[src/rtl/mem_access_pkg.sv]
// Shared definitions for the MIPS data-memory access stage: op codes,
// FSM state encoding, the default ack timeout and small decode helpers.
package mips_mem_pkg;

    localparam int ACK_TIMEOUT_DEFAULT = 15;

    localparam logic [3:0] OP_NONE = 4'd0;
    localparam logic [3:0] OP_LB   = 4'd1;
    localparam logic [3:0] OP_LBU  = 4'd2;
    localparam logic [3:0] OP_LH   = 4'd3;
    localparam logic [3:0] OP_LHU  = 4'd4;
    localparam logic [3:0] OP_LW   = 4'd5;
    localparam logic [3:0] OP_SB   = 4'd6;
    localparam logic [3:0] OP_SH   = 4'd7;
    localparam logic [3:0] OP_SW   = 4'd8;

    typedef enum logic [1:0] {
        ST_IDLE = 2'd0,
        ST_WAIT = 2'd1,
        ST_DONE = 2'd2
    } state_e;

    // Codes 9..15 fall outside this range and behave as NONE.
    function automatic logic is_mem_op(input logic [3:0] op);
        return (op >= OP_LB) && (op <= OP_SW);
    endfunction

    function automatic logic is_store(input logic [3:0] op);
        return (op == OP_SB) || (op == OP_SH) || (op == OP_SW);
    endfunction

    function automatic logic is_half(input logic [3:0] op);
        return (op == OP_LH) || (op == OP_LHU) || (op == OP_SH);
    endfunction

    function automatic logic is_word(input logic [3:0] op);
        return (op == OP_LW) || (op == OP_SW);
    endfunction

    // True when the low address bits do not match the access size.
    function automatic logic is_misaligned(input logic [3:0] op, input logic [1:0] lo);
        return (is_half(op) && lo[0]) || (is_word(op) && (lo != 2'b00));
    endfunction

    // Clears the low address bits that the access size does not allow.
    function automatic logic [1:0] force_align(input logic [3:0] op, input logic [1:0] lo);
        logic [1:0] res;
        res = lo;
        if (is_half(op)) begin
            res = {lo[1], 1'b0};
        end else if (is_word(op)) begin
            res = 2'b00;
        end
        return res;
    endfunction

endpackage

[src/rtl/mem_access_if.sv]
// Data-RAM port: request/ack handshake plus address, strobes and data.
// The access stage drives it through the master modport, the RAM through slave.
interface mem_access_if;
    logic        dm_req;
    logic        dm_we;
    logic [31:0] dm_addr;
    logic [3:0]  dm_wstrb;
    logic [31:0] dm_wdata;
    logic [31:0] dm_rdata;
    logic        dm_ack;

    modport master (
        output dm_req,
        output dm_we,
        output dm_addr,
        output dm_wstrb,
        output dm_wdata,
        input  dm_rdata,
        input  dm_ack
    );

    modport slave (
        input  dm_req,
        input  dm_we,
        input  dm_addr,
        input  dm_wstrb,
        input  dm_wdata,
        output dm_rdata,
        output dm_ack
    );
endinterface

[src/rtl/mem_access_align.sv]
// Combinational lane logic for the access stage: store data replication and
// byte strobes, and load byte/halfword extraction with sign/zero extension.
module mem_align
    import mips_mem_pkg::*;
(
    input  logic [3:0]  st_op,
    input  logic [1:0]  st_off,
    input  logic [31:0] st_data,
    output logic [31:0] st_wdata,
    output logic [3:0]  st_wstrb,
    input  logic [3:0]  ld_op,
    input  logic [1:0]  ld_off,
    input  logic [31:0] ld_rdata,
    output logic [31:0] ld_data
);

    logic [7:0]  ld_byte;
    logic [15:0] ld_half;

    // Store steering: replicate the datum across lanes and enable only its lanes.
    always_comb begin
        st_wdata = '0;
        st_wstrb = '0;
        case (st_op)
            OP_SB: begin
                st_wdata = {4{st_data[7:0]}};
                st_wstrb = 4'b0001 << st_off;
            end
            OP_SH: begin
                st_wdata = {2{st_data[15:0]}};
                st_wstrb = st_off[1] ? 4'b1100 : 4'b0011;
            end
            OP_SW: begin
                st_wdata = st_data;
                st_wstrb = 4'b1111;
            end
            default: begin
                st_wdata = '0;
                st_wstrb = '0;
            end
        endcase
    end

    // Load extraction: pick the addressed lane(s) and extend to 32 bits.
    always_comb begin
        ld_byte = ld_rdata[{ld_off, 3'b000} +: 8];
        ld_half = ld_rdata[{ld_off[1], 4'b0000} +: 16];
        ld_data = '0;
        case (ld_op)
            OP_LB:   ld_data = {{24{ld_byte[7]}}, ld_byte};
            OP_LBU:  ld_data = {24'h000000, ld_byte};
            OP_LH:   ld_data = {{16{ld_half[15]}}, ld_half};
            OP_LHU:  ld_data = {16'h0000, ld_half};
            OP_LW:   ld_data = ld_rdata;
            default: ld_data = '0;
        endcase
    end

endmodule

[src/rtl/mem_access.sv]
// MIPS data-memory access stage. Issues one word-aligned RAM request per
// EX/MEM load/store, stalls the pipeline until ack (or timeout), and
// registers the extended load result on ram_out.
// Optional feature macro: MEM_MISALIGN_TRAP_EN -- when defined, misaligned
// accesses raise mem_adel/mem_ades and are not issued; when undefined the
// offending low address bits are cleared and the access proceeds.
module mem_access
    import mips_mem_pkg::*;
#(
    parameter int ACK_TIMEOUT = ACK_TIMEOUT_DEFAULT
) (
    input  logic               clk,
    input  logic               resetn,
    input  logic               ex_valid,
    input  logic [3:0]         ex_mem_op,
    input  logic [31:0]        ex_alu_out,
    input  logic [31:0]        ex_rdata2,
    mem_access_if.master       dm,
    output logic [31:0]        ram_out,
    output logic               mem_stall,
    output logic               mem_adel,
    output logic               mem_ades,
    output logic               mem_bus_err
);

    localparam logic [7:0] CNT_LAST = 8'(ACK_TIMEOUT - 1);

    state_e      state;
    state_e      next_state;
    logic [7:0]  wait_cnt;
    logic        mem_op;
    logic        misaligned;
    logic        issue;
    logic [1:0]  eff_off;
    logic        capture;
    logic        timeout;

    logic [3:0]  op_q;
    logic [1:0]  off_q;
    logic        we_q;
    logic [31:0] addr_q;
    logic [3:0]  wstrb_q;
    logic [31:0] wdata_q;

    logic [31:0] st_wdata;
    logic [3:0]  st_wstrb;
    logic [31:0] ld_data;

    assign mem_op = ex_valid && is_mem_op(ex_mem_op);

`ifdef MEM_MISALIGN_TRAP_EN
    assign misaligned = mem_op && is_misaligned(ex_mem_op, ex_alu_out[1:0]);
    assign eff_off    = ex_alu_out[1:0];
`else
    assign misaligned = 1'b0;
    assign eff_off    = force_align(ex_mem_op, ex_alu_out[1:0]);
`endif

    assign issue = mem_op && !misaligned;

    mem_align u_align (
        .st_op    (ex_mem_op),
        .st_off   (eff_off),
        .st_data  (ex_rdata2),
        .st_wdata (st_wdata),
        .st_wstrb (st_wstrb),
        .ld_op    (op_q),
        .ld_off   (off_q),
        .ld_rdata (dm.dm_rdata),
        .ld_data  (ld_data)
    );

    // Next-state decode, load capture / timeout strobes and the stall output.
    always_comb begin
        next_state = state;
        capture    = 1'b0;
        timeout    = 1'b0;
        case (state)
            ST_IDLE: begin
                if (issue) begin
                    next_state = ST_WAIT;
                end
            end
            ST_WAIT: begin
                if (dm.dm_ack) begin
                    next_state = ST_DONE;
                    capture    = !is_store(op_q);
                end else if (wait_cnt == CNT_LAST) begin
                    next_state = ST_DONE;
                    timeout    = 1'b1;
                end
            end
            ST_DONE: begin
                next_state = ST_IDLE;
            end
            default: begin
                next_state = ST_IDLE;
            end
        endcase
        mem_stall = resetn && (((state == ST_IDLE) && issue) || (state == ST_WAIT));
    end

    assign dm.dm_req   = (state == ST_WAIT);
    assign dm.dm_we    = we_q;
    assign dm.dm_addr  = addr_q;
    assign dm.dm_wstrb = wstrb_q;
    assign dm.dm_wdata = wdata_q;

    // FSM state register.
    always_ff @(posedge clk) begin
        if (!resetn) begin
            state <= ST_IDLE;
        end else begin
            state <= next_state;
        end
    end

    // Ack timeout counter: cleared on entry to WAIT, counts ack-less WAIT cycles.
    always_ff @(posedge clk) begin
        if (!resetn) begin
            wait_cnt <= '0;
        end else if ((state == ST_IDLE) && issue) begin
            wait_cnt <= '0;
        end else if ((state == ST_WAIT) && !dm.dm_ack) begin
            wait_cnt <= wait_cnt + 8'd1;
        end
    end

    // Request registers: latched at issue so the bus stays stable through WAIT.
    always_ff @(posedge clk) begin
        if (!resetn) begin
            op_q    <= OP_NONE;
            off_q   <= 2'b00;
            we_q    <= 1'b0;
            addr_q  <= '0;
            wstrb_q <= '0;
            wdata_q <= '0;
        end else if ((state == ST_IDLE) && issue) begin
            op_q    <= ex_mem_op;
            off_q   <= eff_off;
            we_q    <= is_store(ex_mem_op);
            addr_q  <= {ex_alu_out[31:2], 2'b00};
            wstrb_q <= st_wstrb;
            wdata_q <= st_wdata;
        end
    end

    // Load result register: updated only when a load is acked.
    always_ff @(posedge clk) begin
        if (!resetn) begin
            ram_out <= '0;
        end else if (capture) begin
            ram_out <= ld_data;
        end
    end

    // Single-cycle exception pulses for misalignment and bus timeout.
    always_ff @(posedge clk) begin
        if (!resetn) begin
            mem_adel    <= 1'b0;
            mem_ades    <= 1'b0;
            mem_bus_err <= 1'b0;
        end else begin
            mem_adel    <= (state == ST_IDLE) && misaligned && !is_store(ex_mem_op);
            mem_ades    <= (state == ST_IDLE) && misaligned && is_store(ex_mem_op);
            mem_bus_err <= timeout;
        end
    end

endmodule

[src/flat_wrapper.sv]
// flat-port wrapper written by rule: the top's interface ports become plain ports
module mem_access_flat import mips_mem_pkg::*;
#(
    parameter int ACK_TIMEOUT = ACK_TIMEOUT_DEFAULT
)
  (clk, resetn, ex_valid, ex_mem_op, ex_alu_out, ex_rdata2, ram_out, mem_stall, mem_adel, mem_ades, mem_bus_err, dm_dm_req, dm_dm_we, dm_dm_addr, dm_dm_wstrb, dm_dm_wdata, dm_dm_rdata, dm_dm_ack);
  mem_access_if dm_i ();
  input  logic clk;
  input  logic resetn;
  input  logic ex_valid;
  input  logic [3:0] ex_mem_op;
  input  logic [31:0] ex_alu_out;
  input  logic [31:0] ex_rdata2;
  output logic [31:0] ram_out;
  output logic mem_stall;
  output logic mem_adel;
  output logic mem_ades;
  output logic mem_bus_err;
  output wire logic [$bits(dm_i.dm_req)-1:0] dm_dm_req;
  output wire logic [$bits(dm_i.dm_we)-1:0] dm_dm_we;
  output wire logic [$bits(dm_i.dm_addr)-1:0] dm_dm_addr;
  output wire logic [$bits(dm_i.dm_wstrb)-1:0] dm_dm_wstrb;
  output wire logic [$bits(dm_i.dm_wdata)-1:0] dm_dm_wdata;
  input wire logic [$bits(dm_i.dm_rdata)-1:0] dm_dm_rdata;
  input wire logic [$bits(dm_i.dm_ack)-1:0] dm_dm_ack;
  assign dm_dm_req = dm_i.dm_req;
  assign dm_dm_we = dm_i.dm_we;
  assign dm_dm_addr = dm_i.dm_addr;
  assign dm_dm_wstrb = dm_i.dm_wstrb;
  assign dm_dm_wdata = dm_i.dm_wdata;
  assign dm_i.dm_rdata = dm_dm_rdata;
  assign dm_i.dm_ack = dm_dm_ack;
  mem_access #(.ACK_TIMEOUT(ACK_TIMEOUT)) u_core (.clk(clk), .resetn(resetn), .ex_valid(ex_valid), .ex_mem_op(ex_mem_op), .ex_alu_out(ex_alu_out), .ex_rdata2(ex_rdata2), .dm(dm_i), .ram_out(ram_out), .mem_stall(mem_stall), .mem_adel(mem_adel), .mem_ades(mem_ades), .mem_bus_err(mem_bus_err));
endmodule
[config.mk]
export PLATFORM = sky130hd
export DESIGN_NAME = mem_access_flat
export DESIGN_NICKNAME = d
export VERILOG_FILES = /design/src/rtl/mem_access_pkg.sv /design/src/rtl/mem_access_if.sv /design/src/rtl/mem_access_align.sv /design/src/rtl/mem_access.sv /design/src/flat_wrapper.sv
export SDC_FILE = /design/constraint.sdc
export NUM_CORES = 1
export LEC_CHECK = 0
export BUFFER_PORTS_ARGS = -buffer_cell sky130_fd_sc_hd__clkbuf_2
export CAP_MARGIN = 25
export CORE_MARGIN = 5
export CORE_UTILIZATION = 45
export DETAILED_ROUTE_END_ITERATION = 8
export PLACE_DENSITY = 0.77
export SYNTH_ARGS = -nofsm -noshare
export SYNTH_HDL_FRONTEND = slang
export SYNTH_HIERARCHICAL = 1
export SYNTH_SLANG_ARGS = --single-unit
[constraint.sdc]
create_clock -name clk -period 1.95 [get_ports clk]
set_clock_uncertainty 0.15 [all_clocks]
set_input_delay 0.0975 -clock clk [delete_from_list [all_inputs] [get_ports clk]]
set_output_delay 0.0975 -clock clk [all_outputs]
set_load 0.03 [all_outputs]
==> results_dict.tcl, run 1 <==
set metrics [dict create \
    synthesis.area_sq_mm 0.00573 \
    ys_seq_elements 116 \
    grt.overflow.total 0 \
    fmax_ghz 0.514 \
    drive_gt1_share_pct 28.8 \
    antenna_found_initial 0 \
    multi_input_area_sq_mm 0.00310 \
    tritoncts "done" \
    drt_wl_total_um 22100 \
    synth_cell_types 52 \
    drt-wirelength-per-cell_um 18.0 \
    leakagePower_nw 3.75 \
    grt_max_degree 68 \
    cp-end-kind "flop" \
    drt-initial-drc-count 857 \
    wl_met3_um 2210 \
    place_inst 1074 \
    diodes 0 \
    num_rows 41 \
    cts_buffers 17 \
    hpwl_um 12000 \
    clock-sinks 116 \
    synth_mux_area_share_pct 5.17 \
    drv_slew 0 \
    cts_root_buf "clkbuf_16" \
    critical_path_required_ns 2.14 \
    slew_headroom_pct 57.1 \
    wl_met2_um 10600 \
    worstHoldPathType "in -> reg" \
    critPathMaxFanout 16 \
    vias 6905 \
    ys.flop_type "dfxtp_1" \
    start_util_pct 45.6 \
    area_growth_pct 54.7 \
    port-buffer-count 205 \
    worstPathArrival_ns 2.13 \
    synth_top_family_by_area "simple AND/OR/NAND/NOR gates" \
    die_w_um 123 \
    drc 0 \
    synth_top_area_share_pct 40.5 \
    wl_met1_um 8260 \
    reg2regPathDepth 6 \
    grt_pass1_vias 6483 \
    setup_viol 0 \
    synth.avg_cell_area_sq_um 7.90 \
    synth_xor_area_share_pct 1.22 \
    coreArea_sq_mm 0.0126 \
    seq_area_frac_synth_pct 40.5 \
    synth_fa_ha_area_share_pct 0.436 \
    path_clk_slew_ns 0.05 \
    final_cell_count_no_fill 1226 \
    hold_viol 0 \
    p_per_area_mw_per_mm2 763 \
    cap_violations 0 \
    synth.largest_area_cell "dfxtp_1" \
    synth_common_cells "nand2_1 (170), dfxtp_1 (116), o21ai_0 (105)" \
    drtPass1Iterations 5 \
    min_period_over_period_pct 99.9 \
    synth_edf_count 0 \
    synth-simple-area-share_pct 24.5 \
    synth-async-reset-ratio_pct 0 \
    regArea_sq_mm 0.00233 \
    synth-compound-area-share_pct 21.8 \
    die_area_sq_mm 0.0151 \
    yosysMostFrequentCell "nand2_1" \
    track_usage_pct 28.0 \
    preCtsSetupSlack_ns -0.0139 \
    routed_via_density 5.63 \
    crit_type "reg -> reg" \
    grt_pass1_wl_um 33000 \
    gp_congestion 0.866 \
    hold_depth 5 \
    outcome "complete, no violations" \
    fillers 887 \
    ios 210 \
    clockBufferDepth 2 \
    final_nets 1147 \
    worst_slew_pin_slew_ns 0.642 \
    synth_area_leaders "dfxtp_1 (41%), nand2_1 (11%), o21ai_0 (9.2%), nand3_1 (6.2%), a21boi_0 (4.3%)" \
    setup_slack_ns 0.00276 \
    clk_latency_ns 0.42 \
    netlist_instances 726 \
    dieHeight_um 123 \
    irDropWorstVdd_uv 744 \
    top_layer_used "met4" \
    htreeDepth 4 \
    min_period_ns 1.95 \
    cp-start-kind "flop" \
    ys_warn_count 6 \
    ant_nets 0 \
]
cells in the final DEF, fill, tap and decap left out, types with 16 or more instances in the layout:
master | synthesis | final
nand3_1 | 71 | 71
nand2_1 | 170 | 170
dfxtp_1 | 116 | 114
dlygate4sd3_1 | 0 | 112
buf_4 | 5 | 34
a22o_1 | 16 | 16
clkbuf_2 | 1 | 204
o21ai_0 | 105 | 103
clkbuf_16 | 0 | 19
a21boi_0 | 33 | 23
kinds of logic (layout without fill, tap and decap cells):
family / after synthesis / after routing
other cells: 1 / 4
buf+inv: 73 / 397
mux: 27 / 27
flops: 116 / 116
fa+ha+maj: 2 / 2
simple gates: 304 / 305
xor+xnor: 8 / 8
compound gates: 195 / 195
critical path, cell delays in order, from the launching register on:
cell and delay, ns:
dfxtp_4 0.37, or4b_2 0.65, nand4_1 0.13, buf_4 0.16, clkbuf_16 0.17, nand2_1 0.07, a21boi_0 0.16
cell type report:
| cell class | count | share of cell area (%) |
|---|---|---|
| tap | 172 | 2.43 |
| clock buffer | 23 | 5.28 |
| inverter | 4 | 0.169 |
| timing repair buffer | 361 | 29.4 |
| clock inverter | 9 | 1.44 |
| multi-input combinational | 541 | 35.0 |
| sequential | 116 | 26.3 |
final timing paths:
kind	to	from	slack (ns)
worst min register to register	u_core/dm.dm_addr[19]	u_core/dm.dm_addr[19]	0.31
worst min-delay path	u_core/ram_out[1]	dm_dm_rdata[1]	0.005
worst max-delay path	u_core/ram_out[17]	u_core/op_q[1]	0.003
worst max register to register	u_core/ram_out[17]	u_core/op_q[1]	0.003
flip-flops by register name, summed over array words and instances, names as in the netlist:
signal / count
u_core/dm.dm_wdata: 32
u_core/ram_out: 32
u_core/dm.dm_addr: 30
u_core/wait_cnt: 8
u_core/dm.dm_wstrb: 4
u_core/op_q: 4
u_core/off_q: 2
u_core/state: 2
u_core/dm.dm_we: 1
u_core/mem_bus_err: 1
layer usage:
metal / vias up / track usage [%]
li1: 3181 / -
met1: 3149 / 32.1
met2: 473 / 47.3
met3: 102 / 7.79
met4: 0 / 14.8
met5: - / 0
per-stage QoR:
step / total power, mW / utilization (%) / setup TNS (ns) / instance area (sq um) / hold slack (ns)
2_1_floorplan: 3.06 / - / 0 / 5750 / 0.0733
3_3_place_gp: 3.37 / 56.0 / 0 / 7040 / 0.160
3_5_place_dp: 3.38 / 56.0 / -0.0139 / 7040 / 0.169
4_1_cts: 6.71 / 69.8 / 0 / 8770 / 0.00599
5_1_grt: 6.97 / 70.6 / -0.458 / 8870 / 0.0416
6_report: 6.77 / 70.6 / 0 / 8870 / 0.00457
repair_timing:
action                     CTS  global route
hold endpoints to repair    98             0
gates resized for setup      2            17
hold buffers               112             0
pin swaps                    1             3
gates cloned                 1             2
setup endpoints to repair    4            18
setup buffers                1             4
report_power, final:
part	switching, mW	internal (mW)
logic	0.618	0.492
registers	0.0449	2.44
clock network	1.11	2.07
total	1.77	5.00
Power figures use the tool's default switching activity.
==> inputs of run 2 (changes only) <==
- clock period: 1.95 -> 1.73 ns (I/O delays scaled with it)
==> run 2 against run 1 <==
Effect of this change:
- the flow now finishes with violations (setup timing)
- clock-buffer cell count up 2
- final area up 5.7%
- via count up 3.7%
- sequential share of layout area down 1.3 points
- sequential cell count unchanged
- worst setup slack worse by 0.074 ns
- total power up 18%
- first-iteration DRC count up 12%
- die area unchanged
- register-to-register slack worse by 0.07 ns
- clock power up 19%
- largest power group unchanged
- highest routed layer unchanged
==> results_dict.tcl, run 2 (synthesis results as in run 1) <==
set metrics [dict create \
    outcome "finished, violations left" \
    violations "setup timing" \
    cpPeakStageDelay_ns 0.57 \
    ant_nets 0 \
    clockBufferDepth 2 \
    die_w_um 123 \
    final_cell_count_no_fill 1244 \
    power_frac_clock_pct 47.5 \
    hpwl_um 11900 \
    grt.overflow.total 0 \
    hold_viol 0 \
    drt-initial-drc-count 964 \
    cts_buffers 17 \
    track_usage_pct 28.9 \
    min_period_over_period_pct 104 \
    diodes 0 \
    grt_pass1_wl_um 33800 \
    netSwitchingFraction_pct 25.6 \
    seqPwrFrac_pct 35.0 \
    critPathMaxFanout 7 \
    ios 210 \
    mostFrequentLayoutCells "clkbuf_2 (202), nand2_1 (170), dlygate4sd3_1 (111), dfxtp_1 (110), o21ai_0 (78)" \
    routed_via_density 5.76 \
    layout_commonest_cell "clkbuf_2" \
    p_int_mw 5.96 \
    setup_viol 26 \
    tritoncts "done" \
    preCtsSetupSlack_ns -0.146 \
    clk_latency_ns 0.41 \
    num_rows 41 \
    start_util_pct 45.6 \
    grt_pass1_vias 6626 \
    worstHoldPathType "in -> reg" \
    htreeDepth 4 \
    irDropWorstVdd_uv 746 \
    min_period_ns 1.80 \
    cp-end-kind "flop" \
    cp_slowest_cell "dlygate4sd3_1" \
    setup_slack_ns -0.0713 \
    cp_cell_sequence "buf_2, buf_12, nor4b_4, buf_6, a22o_1, dlygate4sd3_1, nand3_1, o21ai_2" \
    grt_max_degree 48 \
    port-buffer-count 205 \
    total_power_mw 8.00 \
    antenna_found_initial 0 \
    worstPathArrival_ns 1.98 \
    drive_gt1_share_pct 33.1 \
    vias 7162 \
    cp-start-kind "input port" \
    cap_violations 0 \
    place_inst 1079 \
    area_growth_pct 63.5 \
    critical_path_required_ns 1.91 \
    p_comb_share_pct 17.5 \
    gp_congestion 0.826 \
    dieHeight_um 123 \
    crit_type "in -> reg" \
    switchingPower_mw 2.04 \
    die_area_sq_mm 0.0151 \
    drv_slew 0 \
    drtPass1Iterations 6 \
    drc 0 \
    hold_slack_ns 0.0446 \
    cts_root_buf "clkbuf_16" \
    fmax_ghz 0.555 \
    coreArea_sq_mm 0.0126 \
    leakagePower_nw 4.05 \
    rsz0062_at_grt "true" \
    clock-sinks 116 \
    drt-wirelength-per-cell_um 18.9 \
    drt_wl_total_um 23500 \
    p_per_area_mw_per_mm2 854 \
    path_clk_slew_ns 0.06 \
    final_nets 1165 \
]
==> run 2: cell types whose count changed in the layout (fill, tap and decap cells not counted), sizes merged <==
cell,change
buf,+15
dlymetal6s4s,+6
and3,-1
clkbuf,+1
clkinv,-1
clkinvlp,-1
dlygate4sd3,-1
==> run 2: routing by layer <==
metal  vias up  global-route usage, %  wire, um
met2       564                   47.0     11200
met1      3233                   33.1      8370
met5         -                      0         0
li1       3232                      -         -
met3       133                   7.51      2590
met4         0                   19.5      1370
==> run 2: timing repair <==
item                       in CTS  in global routing
setup endpoints to repair      33                 93
pin swaps                       5                  9
buffers inserted                3                  7
gates cloned                    3                  3
hold buffers                  120                  1
hold endpoints to repair      101                  1
gates resized for setup        49                 68
==> run 2: path summary, 6_finish.rpt <==
path | slack, ns | depth (start not counted) | endpoint | from
max | -0.07 | 8 | u_core/dm.dm_wdata[20] | ex_mem_op[0]
min | 0.04 | 4 | u_core/ram_out[7] | dm_dm_rdata[7]
max reg2reg | -0.07 | 5 | u_core/ram_out[8] | u_core/off_q[1]
min reg2reg | 0.31 | 2 | u_core/ram_out[28] | u_core/ram_out[28]
==> run 2: per-stage QoR <==
stage               TNS, ns  cell area, sq um  utilization (%)
CTS                  -0.257              9110             72.5
detailed placement    -2.84              7120             56.7
global route          -2.52              9370             74.6
finish               -0.678              9370             74.6
global placement      -2.01              7120             56.7
floorplan             -3.33              5820                -
==> run 2: critical path: cells and delay by family <==
family	cells	cell delay, ns
buffers and inverters	4	1.07
AO/OA/AOI/OAI	2	0.28
AND/OR/NAND/NOR	2	0.54
==> run 2: power groups by stage <==
stage                     Clock, mW  Sequential, mW  Combinational [mW]
after floorplan                   0            2.97               0.500
after global placement            0            2.85               0.982
after detailed placement          0            2.85               0.988
after CTS                      3.84            2.79                1.25
after global routing           4.00            2.80                1.47
final                          3.80            2.80                1.40
==> run 2: layout make-up <==
cell class                      instances  area [sq um]
Inverter                                4          15.0
Clock inverter                          7           115
Clock buffer                           25           536
Sequential cell                       116          2340
Tap cell                              172           215
Multi-Input combinational cell        540          3230
Fill cell                             776          3200
Timing Repair Buffer                  380          2920
